## src/rtl/ins_fetcher.sv

```systemverilog
// rtl/ins_fetcher.sv - instruction fetch unit with optional direct-mapped I-cache (enabled by ICACHE_EN)
module ins_fetcher #(
   parameter logic [31:0] RESET_PC       = 32'h0,
   parameter int          ICACHE_IDX_BIT = 4
) (
   input  logic        clk_in,
   input  logic        rst_in,
   input  logic        rdy_in,
   output logic        inst_valid,
   output logic [31:0] inst,
   output logic [31:0] inst_addr,
   input  logic        is_stall,
   input  logic [31:0] next_PC,
   input  logic        rob_clear,
   input  logic [31:0] rob_new_pc,
   output logic        mc_req,
   output logic [31:0] mc_addr,
   input  logic        mc_done,
   input  logic [31:0] mc_data
);

   typedef enum logic [1:0] {
      S_LOOKUP,
      S_FETCH,
      S_HOLD,
      S_DISCARD
   } state_t;

   state_t      state, state_nx;
   logic [31:0] pc, pc_nx;
   logic        inst_valid_nx;
   logic [31:0] inst_nx, inst_addr_nx;
   logic        mc_req_nx;
   logic [31:0] mc_addr_nx;
   logic        lookup_hit;
   logic [31:0] lookup_data;

   // Redirect targets are word aligned; the byte-offset bits are dropped.
   logic unused_lsbs;
   assign unused_lsbs = ^{next_PC[1:0], rob_new_pc[1:0]};

`ifdef ICACHE_EN
   localparam int LINES = 1 << ICACHE_IDX_BIT;
   localparam int TAG_W = 30 - ICACHE_IDX_BIT;

   logic [LINES-1:0]          line_valid;
   logic [TAG_W-1:0]          line_tag  [LINES];
   logic [31:0]               line_data [LINES];
   logic [ICACHE_IDX_BIT-1:0] rd_idx, wr_idx;
   logic                      fill_en;

   // Fills always target the address still held on mc_addr, so a read that
   // completes after a flush lands on its own line rather than the new pc.
   assign rd_idx      = pc[ICACHE_IDX_BIT+1:2];
   assign wr_idx      = mc_addr[ICACHE_IDX_BIT+1:2];
   assign fill_en     = mc_done && (state == S_FETCH || state == S_DISCARD);
   assign lookup_hit  = line_valid[rd_idx] && (line_tag[rd_idx] == pc[31:ICACHE_IDX_BIT+2]);
   assign lookup_data = line_data[rd_idx];

   // Line valid bits: cleared by reset, set by each completed memory read.
   always_ff @(posedge clk_in) begin
      if (!rst_in) begin
         line_valid <= '0;
      end else if (rdy_in && fill_en) begin
         line_valid[wr_idx] <= 1'b1;
      end
   end

   // Tag and data arrays: written on fill only, no reset needed.
   always_ff @(posedge clk_in) begin
      if (rst_in && rdy_in && fill_en) begin
         line_tag[wr_idx]  <= mc_addr[31:ICACHE_IDX_BIT+2];
         line_data[wr_idx] <= mc_data;
      end
   end
`else
   logic [31:0] unused_idx_cfg;
   assign unused_idx_cfg = ICACHE_IDX_BIT;
   assign lookup_hit     = 1'b0;
   assign lookup_data    = '0;
`endif

   // Fetch state and registered outputs; rdy_in low freezes everything.
   always_ff @(posedge clk_in) begin
      if (!rst_in) begin
         state      <= S_LOOKUP;
         pc         <= RESET_PC;
         inst_valid <= 1'b0;
         inst       <= '0;
         inst_addr  <= '0;
         mc_req     <= 1'b0;
         mc_addr    <= '0;
      end else if (rdy_in) begin
         state      <= state_nx;
         pc         <= pc_nx;
         inst_valid <= inst_valid_nx;
         inst       <= inst_nx;
         inst_addr  <= inst_addr_nx;
         mc_req     <= mc_req_nx;
         mc_addr    <= mc_addr_nx;
      end
   end

   // Next-state and next-output logic; a flush is applied last so it wins.
   always_comb begin
      state_nx      = state;
      pc_nx         = pc;
      inst_valid_nx = inst_valid;
      inst_nx       = inst;
      inst_addr_nx  = inst_addr;
      mc_req_nx     = mc_req;
      mc_addr_nx    = mc_addr;

      case (state)
         S_LOOKUP: begin
            if (lookup_hit) begin
               inst_nx       = lookup_data;
               inst_addr_nx  = pc;
               inst_valid_nx = 1'b1;
               state_nx      = S_HOLD;
            end else begin
               mc_req_nx     = 1'b1;
               mc_addr_nx    = {pc[31:2], 2'b00};
               state_nx      = S_FETCH;
            end
         end
         S_FETCH: begin
            if (mc_done) begin
               inst_nx       = mc_data;
               inst_addr_nx  = pc;
               inst_valid_nx = 1'b1;
               mc_req_nx     = 1'b0;
               state_nx      = S_HOLD;
            end
         end
         S_HOLD: begin
            if (!is_stall) begin
               pc_nx         = {next_PC[31:2], 2'b00};
               inst_valid_nx = 1'b0;
               state_nx      = S_LOOKUP;
            end
         end
         S_DISCARD: begin
            if (mc_done) begin
               mc_req_nx     = 1'b0;
               state_nx      = S_LOOKUP;
            end
         end
         default: state_nx = S_LOOKUP;
      endcase

      if (rob_clear) begin
         pc_nx         = {rob_new_pc[31:2], 2'b00};
         inst_valid_nx = 1'b0;
         if (state == S_FETCH && !mc_done) begin
            // The read in flight must still complete; wait for it in DISCARD.
            state_nx   = S_DISCARD;
         end else if (state != S_DISCARD) begin
            state_nx   = S_LOOKUP;
            if (state == S_LOOKUP) begin
               mc_req_nx  = mc_req;
               mc_addr_nx = mc_addr;
            end
         end
      end
   end

endmodule

```

## config.mk

```make
export PLATFORM = sky130hd
export DESIGN_NAME = ins_fetcher
export DESIGN_NICKNAME = d
export VERILOG_FILES = /design/src/rtl/ins_fetcher.sv
export SDC_FILE = /design/constraint.sdc
export NUM_CORES = 1
export LEC_CHECK = 0
export CORE_MARGIN = 1
export CORE_UTILIZATION = 35
export DETAILED_ROUTE_END_ITERATION = 8
export DONT_BUFFER_PORTS = 1
export GPL_TIMING_DRIVEN = 0
export PLACE_DENSITY = 0.56
export SYNTH_ARGS = -nofsm -noshare
export SYNTH_HDL_FRONTEND = slang
export SYNTH_SLANG_ARGS = --single-unit
```

## constraint.sdc

```tcl
create_clock -name clk_in -period 2.5 [get_ports clk_in]
set_input_delay 0.625 -clock clk_in [delete_from_list [all_inputs] [get_ports clk_in]]
set_output_delay 0.625 -clock clk_in [all_outputs]
set_load 0.01 [all_outputs]
```

# Yosys cells after proc, flatten, opt, wreduce, memory -nomap -nowiden
# Cells that the tools add are included.
# op_classes
add_sub_neg,0
n_mul,0
div,0
n_lt_le_gt_ge,0
n_eq_ne,8
n_shift,0
muxes,25
bitwise_logic,0
reduce_logical,10
# op_table
operator,count
2-to-1 mux 32 bit,8
2-to-1 mux 2 bit,6
2-to-1 mux 1 bit,8
case mux 2 bit (4 select lines),1
inequality test 3 bit (second input constant),2
AND reduction 3 bit,2
== test 2 bit (second input constant),2
inequality test 4 bit (second input constant),1
case mux 1 bit (2 select lines),2
AND reduction 4 bit,1
nonzero test 3 bit,1
== test 2 x 1 -> 1 bit (second input constant),1
zero test 2 bit,1
inequality test 2 x 1 -> 1 bit (second input constant),1
inequality test 2 bit (second input constant),1
AND reduction 2 bit,1
nonzero test 2 bit,1
OR reduction 2 bit,1
logical AND 1 bit,1
zero test 1 bit,1
# totals
ff_bits,132
latch_bits,0
ramBits,0
romBits,0
out_inout_bits,98
wordCells,50
memories,0

# Logic depth before layout (Yosys ltp)
# Gate-level depths: netlist of the first run.
# depth
depth_word,7
ltp_mapped,6
ltp_nobuf,3

# Worst setup path before layout of the first run
# Ideal clock, no wire load.
# synth_path
path_kind,input-to-reg
start,input port rob_clear
end,register pc[25]
setup_time_ns,0.119
t_arrival_ns,1.445
t_required_ns,2.381
slack_ns,0.936
path_stages,5
cell_sequence,buf_4 buf_4 mux2i_1 nand2_1 o221a_2
# synth_via
elab_chain_cells,2
elab_cells_between_ends,4
# synth_lines
item,line_no,rtl
"start, declared",14,"input logic rob_clear,"
inequality test 2 x 1 -> 1 bit (no line) / nonzero test 2 bit (equally long branches),-,
AND reduction 3 bit (no line),-,
"end signal, assigned",95,pc <= pc_nx;
"end, declared",30,"logic [31:0] pc, pc_nx;"
# Several ways; a longest one is shown, not always the timed one.
# A chain may end at the register's enable or synchronous reset.

# Worst setup path after layout of the first run
# layout_path
start,register state[1]
end,register inst_addr[3]
# layout_via
elab_chain_cells,2
# layout_lines
item,line_no,rtl
"start, declared",29,"state_t state, state_nx;"
"start signal, assigned",94,state <= state_nx;
== test 2 x 1 -> 1 bit,114,case (state)
AND reduction 3 bit (no line),-,
"end signal, assigned",98,inst_addr <= inst_addr_nx;
"end, declared",11,"output logic [31:0] inst_addr,"
# No other way between the ends.

==> results of run 1 <==
-- layout by cell type (no fill, tap or decap), drive strengths merged, types with 2 or more instances in the layout --
cell type / n
a21boi: 22
dfxtp: 126
a21oi: 72
conb: 4
clkinv: 4
nor2b: 2
nand2: 216
mux2i: 30
inv: 3
buf: 32
clkinvlp: 4
o221a: 30
bufinv: 3
clkbuf: 40
a31oi: 3
nor2: 3
-- metal layers --
layer / vias up / track usage [%]
met5: - / 0
met1: 1905 / 21.9
met2: 145 / 30.6
li1: 1971 / -
met4: 0 / 11.3
met3: 33 / 5.20
-- power by group --
group	internal [W]	switching, W	leakage (nW)
registers	0.00207	0.0000627	1.02
logic	0.000138	0.000184	0.860
clock network	0.00163	0.000875	0.290
total	0.00384	0.00112	2.17
-- cell type report --
| cell class | count | area [um2] |
|---|---|---|
| well taps | 180 | 225 |
| inverters | 3 | 11.3 |
| multi-input cells | 394 | 2180 |
| plain buffers | 52 | 335 |
| flip-flops and latches | 126 | 2520 |
| clock buffers | 20 | 467 |
| fillers | 1398 | 8110 |
| clock inverters | 11 | 140 |
-- how the worst max path moves through the flow --
stage          startpoint       endpoint  slack [ps]  cells past startpoint
3_5_place_dp       rdy_in  inst_addr[31]         520                      5
3_3_place_gp       rdy_in   inst_addr[8]         530                      5
6_report         state[1]   inst_addr[3]         910                      5
2_1_floorplan   rob_clear         pc[25]         940                      5
5_1_grt          state[1]  inst_addr[30]         800                      5
4_1_cts          state[1]   inst_addr[7]         910                      5
-- synthesized netlist by cell type --
cell type,number,share of area (%)
o221a_1,1,0.22
o21ai_0,1,0.099
and4bb_2,1,0.25
buf_2,10,0.99
nand2_1,216,16
a21oi_1,67,6.7
nor2b_1,2,0.25
inv_1,2,0.15
nor4b_4,1,0.47
o221a_2,29,6.5
clkbuf_1,20,1.5
o32ai_1,1,0.17
a21oi_2,5,0.87
a21boi_0,9,1.3
and4b_1,1,0.20
buf_1,1,0.074
a31oi_1,3,0.37
buf_6,13,2.9
o21a_2,1,0.17
a21boi_1,13,1.9
nor3b_2,1,0.25
conb_1,1,0.074
nor2_1,3,0.22
nand4b_2,1,0.30
or4b_4,1,0.27
nand3_1,1,0.099
buf_4,8,1.2
mux2i_1,30,6.0
inv_2,1,0.074
dfxtp_1,126,50
o211ai_1,1,0.15
a21o_1,1,0.15
-- critical path, stage by stage, from the launching register on --
cell and delay (ps):
dfxtp_1 310, buf_6 130, nand4b_2 420, clkbuf_1 370, nand2_1 140, a21oi_1 70
-- flip-flops by register name, summed over array words and instances, names as in the netlist --
register	count
inst_addr	30
state	2
inst_valid	1
inst	32
mc_req	1
mc_addr	30
pc	30
-- through the flow --
stage               cell area (um2)  hold slack, ps  total power [W]  utilization (%)
finish                         5880             343          0.00496             42.0
global route                   5880             330          0.00515             42.0
CTS                            5880             326          0.00501             42.0
detailed placement             5280             466          0.00250             37.7
global placement               5280             458          0.00249             37.7
floorplan                      5050             444          0.00241                -
-- cells by family (layout without fill, tap and decap cells) --
| logic type | after synthesis | in the layout | share of synthesized area (%) |
|---|---|---|---|
| simple gates | 228 | 228 | 18.4 |
| compound gates | 132 | 132 | 18.6 |
| flops | 126 | 126 | 50.1 |
| buf+inv | 55 | 86 | 6.88 |
| mux | 30 | 30 | 5.96 |
| other cells | 1 | 4 | 0.0744 |
==> key figures, run 1 <==
Timing
  • Fmax: between 0.6 and 0.7 GHz
  • Setup WS post-layout: 913 ps
  • Count of pins over their slew limit: 0
  • Setup tns final: 0 ps
  • Worst Max-Slew Pin Slew: roughly 630 ps
  • Setup violators final: 0
  • Setup Skew: 10.0 ps
  • Post-layout min period: 1590 ps
  • Unrepaired setup endpoints after global routing: false
  • Tcrit/Tclk final: between 60% and 70%
  • Hold Fails Final Rpt: 0
  • Max-slew headroom: 58.2%

Setup path
  • FF-to-FF Start: state[1]
  • Startpoint Class: flop
  • Worst reg2reg path depth: 5
  • Reg-to-reg critical path endpoint: inst_addr[3]
  • Internal reg-to-reg setup slack: a little over 900 ps
  • Crit. End Element: flop
  • Worst EP arrival: 1860 ps
  • Crit path required time: between 2000 and 3000 ps
  • WS Path Type: reg -> reg
  • Worst Path Max Fanout: 10

Yosys
  • Flops & latches, synth: 126
  • Syn Area/Cell: 8.81 um2
  • Ys Warns: 0
  • Mapped Area: 5040 um2
  • Cells after synthesis: 572
  • Synth unique cells: 32
  • Sequential fraction of the synthesis area: roughly half

Placed design
  • Placed insts: 755
  • I/O Buffers: 0
  • Routability cong.: 0.789
  • DP Worst Slack: 523 ps
  • DP HPWL: 9.94 mm

Route
  • DR vias/cell: 5.16
  • Met3 wire length: 818 um
  • Drt first pass iters: 4
  • Met2 WL: 6.54 mm
  • DR top layer: met4
  • Post-route ant nets: 0
  • Post-Route WL: around 14 mm
  • Met1 wire length: approximately 5.7 mm
  • DR vias: 4054
  • Routed len/inst: around 17 um
  • Residual DRC: 0
  • DR iter-0 viols: roughly 200

Flow run
  • Max-cap violations: 0

Min path
  • Hold path endpoint: inst[31]
  • Hold Crit Start: mc_data[31]
  • Hold depth: 2
  • HP Class: in -> reg

Floorplan
  • DIE WIDTH: 122 um
  • Starting Density: 36.0%
  • I/O pins: 200
  • Row count: 43
  • Core area: 14000 um2
  • Die Area: 14900 um2
  • Die H: around 120 um

Clock network
  • Hold Buf Count CTS: 0
  • Clock Sinks: 126
  • Resized cells post-CTS: 0
  • Clock Latency Late Sink: around 420 ps
  • CTS tree: done
  • Worst-case clock buffer depth: 2
  • Post-CTS setup buffers: 0
  • CTS Root Cell: clkbuf_16
  • CTS Buf Count: 17
  • H-tree depth: 4
  • Worst-path clk slew: 60 ps

Global routing
  • Vias in the first global route: 4115
  • Global-route wire length before repair: 20.9 mm
  • Initial antenna violation count: 0
  • Largest net degree at the start of global routing: 17
  • GRT Total Usage: 18.8%
  • GRT overflow: 0

Power
  • Pleak: 2.17 nW
  • Cell area power density: 844 nW/um2
  • Maximum vdd drop: 0.445 mV

Cells and area
  • Synthesis-to-finish area growth: 16.7%
  • ANT cells: 0
  • Final Non-Filler Cells: a little under 800
  • Layout Nets: 696
  • Layout cells sized above 1: 17.0%

Run status
  • Status: complete, no violations
Note: power is estimated with default switching activity, not from simulation.
==> inputs of run 2 (changes only) <==
Clock period 2.5 ns to 1.6 ns, I/O delays scaled along.
==> key figures, run 2 (synthesized netlist as in run 1, its figures left out) <==
Global routing
  • Met2 Use GR: 30.6% (unchanged)
  • Initial antenna violation count: 0 (unchanged)
  • Global-route met3 utilization: 5.20% (unchanged)
  • Largest net degree at the start of global routing: 17 (unchanged)
  • Met1 usage: 21.9% (unchanged)
  • Grt peak-use layer: met2
  • Vias in the first global route: 4115 (unchanged)
  • GRT overflow: 0 (unchanged)
  • GRT Total Usage: 18.8% (unchanged)
  • Global-route wire length before repair: 20.9 mm (unchanged)

Cells and area
  • Synthesis-to-finish area growth: 17.4%
  • Register area: 2520 um2 (unchanged)
  • Largest register FFs: 32 (unchanged)
  • Most frequent cells in the layout: 216 x nand2_1, 126 x dfxtp_1, 67 x a21oi_1, 30 x mux2i_1, 29 x o221a_2
  • Commonest non-fill, non-tap cell in the layout: nand2_1
  • Multi-input logic area: 2190 um2 (+0.40%)
  • Post-layout util: 42.3% (+0.22 points)
  • ANT cells: 0 (unchanged)
  • Fillcell total: 1394 (-0.29%)
  • Design Area, Final: 5910 um2 (+0.53%)
  • Most flops, register: inst
  • Layout cells sized above 1: 17.9% (+0.93 points)
  • Layout Nets: 698 (+0.29%)

Min path
  • HP Class: in -> reg
  • Hold Crit Start: mc_data[31]

Clock network
  • CTS Root Cell: clkbuf_16
  • CTS Buf Count: 17 (unchanged)
  • Clock Sinks: 126 (unchanged)
  • H-tree depth: 4 (unchanged)
  • CTS tree: done
  • Hold Buf Count CTS: 0 (unchanged)
  • Worst-path clk slew: 60 ps (about the same)
  • Clock Latency Late Sink: 420 ps (about the same)
  • Worst-case clock buffer depth: 2 (unchanged)

Route
  • DR vias/cell: 5.18 (+0.34%)
  • DR iter-0 viols: 208 (+3.0%)
  • Residual DRC: 0 (unchanged)
  • Post-route ant nets: 0 (unchanged)
  • Drt first pass iters: 4 (unchanged)
  • DR vias: 4078 (+0.59%)
  • Post-Route WL: 13.5 mm (+0.23%)
  • Routed len/inst: 17.2 um (about the same)

Timing
  • Setup Skew: 10.1 ps (+0.109 ps)
  • Setup violators final: 0 (unchanged)
  • Unrepaired setup endpoints after global routing: true
  • Worst Max-Slew Pin Slew: 619 ps (-8.35 ps)
  • Count of pins over their slew limit: 0 (unchanged)
  • Hold Fails Final Rpt: 0 (unchanged)
  • Setup WS post-layout: 118 ps (-795 ps)
  • Post-layout min period: 1480 ps (-105 ps)
  • Fmax: 0.675 GHz (+7.1%)
  • Hold Worst Slack: 119 ps (-224 ps)
  • Max-slew headroom: 58.7% (+0.56 points)
  • Tcrit/Tclk final: 92.7% (+29 points)

Floorplan
  • Die H: 122 um (unchanged)
  • Core area: 14000 um2 (unchanged)
  • Row count: 43 (unchanged)
  • I/O pins: 200 (unchanged)
  • DIE WIDTH: 122 um (unchanged)
  • Die Area: 14900 um2 (unchanged)
  • Starting Density: 36.0% (unchanged)

Setup path
  • Max incr delay on CP: 580 ps (+160 ps)
  • CP Launch Point: state[1]
  • Worst EP arrival: 1760 ps (-100 ps)
  • WS Path Type: reg -> reg
  • CP cell instances: buf_6 > or4b_4 > buf_6 > nand2_1 > a21oi_2
  • Worst Path Max Fanout: 10 (unchanged)
  • Crit-path slowest cell: or4b_4
  • Startpoint Class: flop
  • FF-to-FF Start: state[1]
  • Crit path required time: 1870 ps (-910 ps)
  • Crit. End Element: flop
  • CP dominant cell by count: buf_6

Power
  • Sw Pwr: 0.00175 W (+56%)
  • Combinational share of power: 6.6% (about the same)
  • Maximum vdd drop: 0.685 mV (+54%)
  • Pint: 0.00601 W (+56%)
  • Cell area power density: 1310 nW/um2 (+56%)
  • Register share of total power: 43.0% (about the same)
  • Clk pwr share: 50.4% (about the same)
  • Pleak: 2.20 nW (+1.4%)
  • Switch share: 22.6% (about the same)

Flow run
  • Max-cap violations: 0 (unchanged)

Placed design
  • DP Worst Slack: -152 ps (-675 ps)
  • I/O Buffers: 0 (unchanged)
  • DP HPWL: 9.94 mm (unchanged)
  • Placement Cell Area: 5280 um2 (unchanged)
  • Routability cong.: 0.789 (unchanged)

Run status
  • Status: complete, no violations
run 2: changes by cell type in the layout (fill, tap and decap cells not counted), sizes merged:
cell,delta
buf,+1
clkbuf,+1
run 2: final timing paths:
| path | end | slack, ps | cells past startpoint |
|---|---|---|---|
| worst min register to register | mc_addr[4] | 480 | 2 |
| worst max register to register | mc_addr[7] | 120 | 5 |
| worst max-delay path | mc_addr[7] | 120 | 5 |
| worst min-delay path | inst[31] | 120 | 2 |
run 2: metrics by stage:
| step | power (W) | TNS, ps | instances |
|---|---|---|---|
| 2_1_floorplan | 0.00377 | 0 | 575 |
| 3_3_place_gp | 0.00389 | -4910 | 755 |
| 3_5_place_dp | 0.00391 | -5440 | 755 |
| 4_1_cts | 0.00783 | 0 | 786 |
| 5_1_grt | 0.00806 | -3.95 | 788 |
| 6_report | 0.00776 | 0 | 788 |
run 2: layer usage:
metal | up-vias | wire (um)
met1 | 1921 | 5700
li1 | 1977 | -
met4 | 0 | 390
met5 | - | 0
met3 | 32 | 833
met2 | 148 | 6600
run 2: cell type report:
cell class | instances | area share [%]
repair buffers | 2 | 0.254
plain buffers | 52 | 5.80
well taps | 180 | 3.81
inverters | 3 | 0.190
flip-flops and latches | 126 | 42.7
clock inverters | 11 | 2.37
multi-input cells | 394 | 37.0
clock buffers | 20 | 7.89
run 2: critical path: cells and delay by family (launching register included):
| kind | cells | cell delay [ps] |
|---|---|---|
| buffers and inverters | 2 | 310 |
| and+or+nand+nor | 2 | 660 |
| AOI/OAI and AO/OA | 1 | 50 |
| DFF | 1 | 310 |
run 2: power groups by stage:
stage / Clock (W) / Combinational, W / Sequential [W]
final: 0.00391 / 0.000510 / 0.00334
after global routing: 0.00415 / 0.000568 / 0.00335
after CTS: 0.00399 / 0.000508 / 0.00334
after detailed placement: 0 / 0.000507 / 0.00340
after global placement: 0 / 0.000492 / 0.00340
after floorplan: 0 / 0.000394 / 0.00337
run 2: repair_timing:
item                                    4_1_cts  5_1_grt
setup buffers                                 0        2
endpoints found under the setup margin        0       62
resized for setup                             0       10
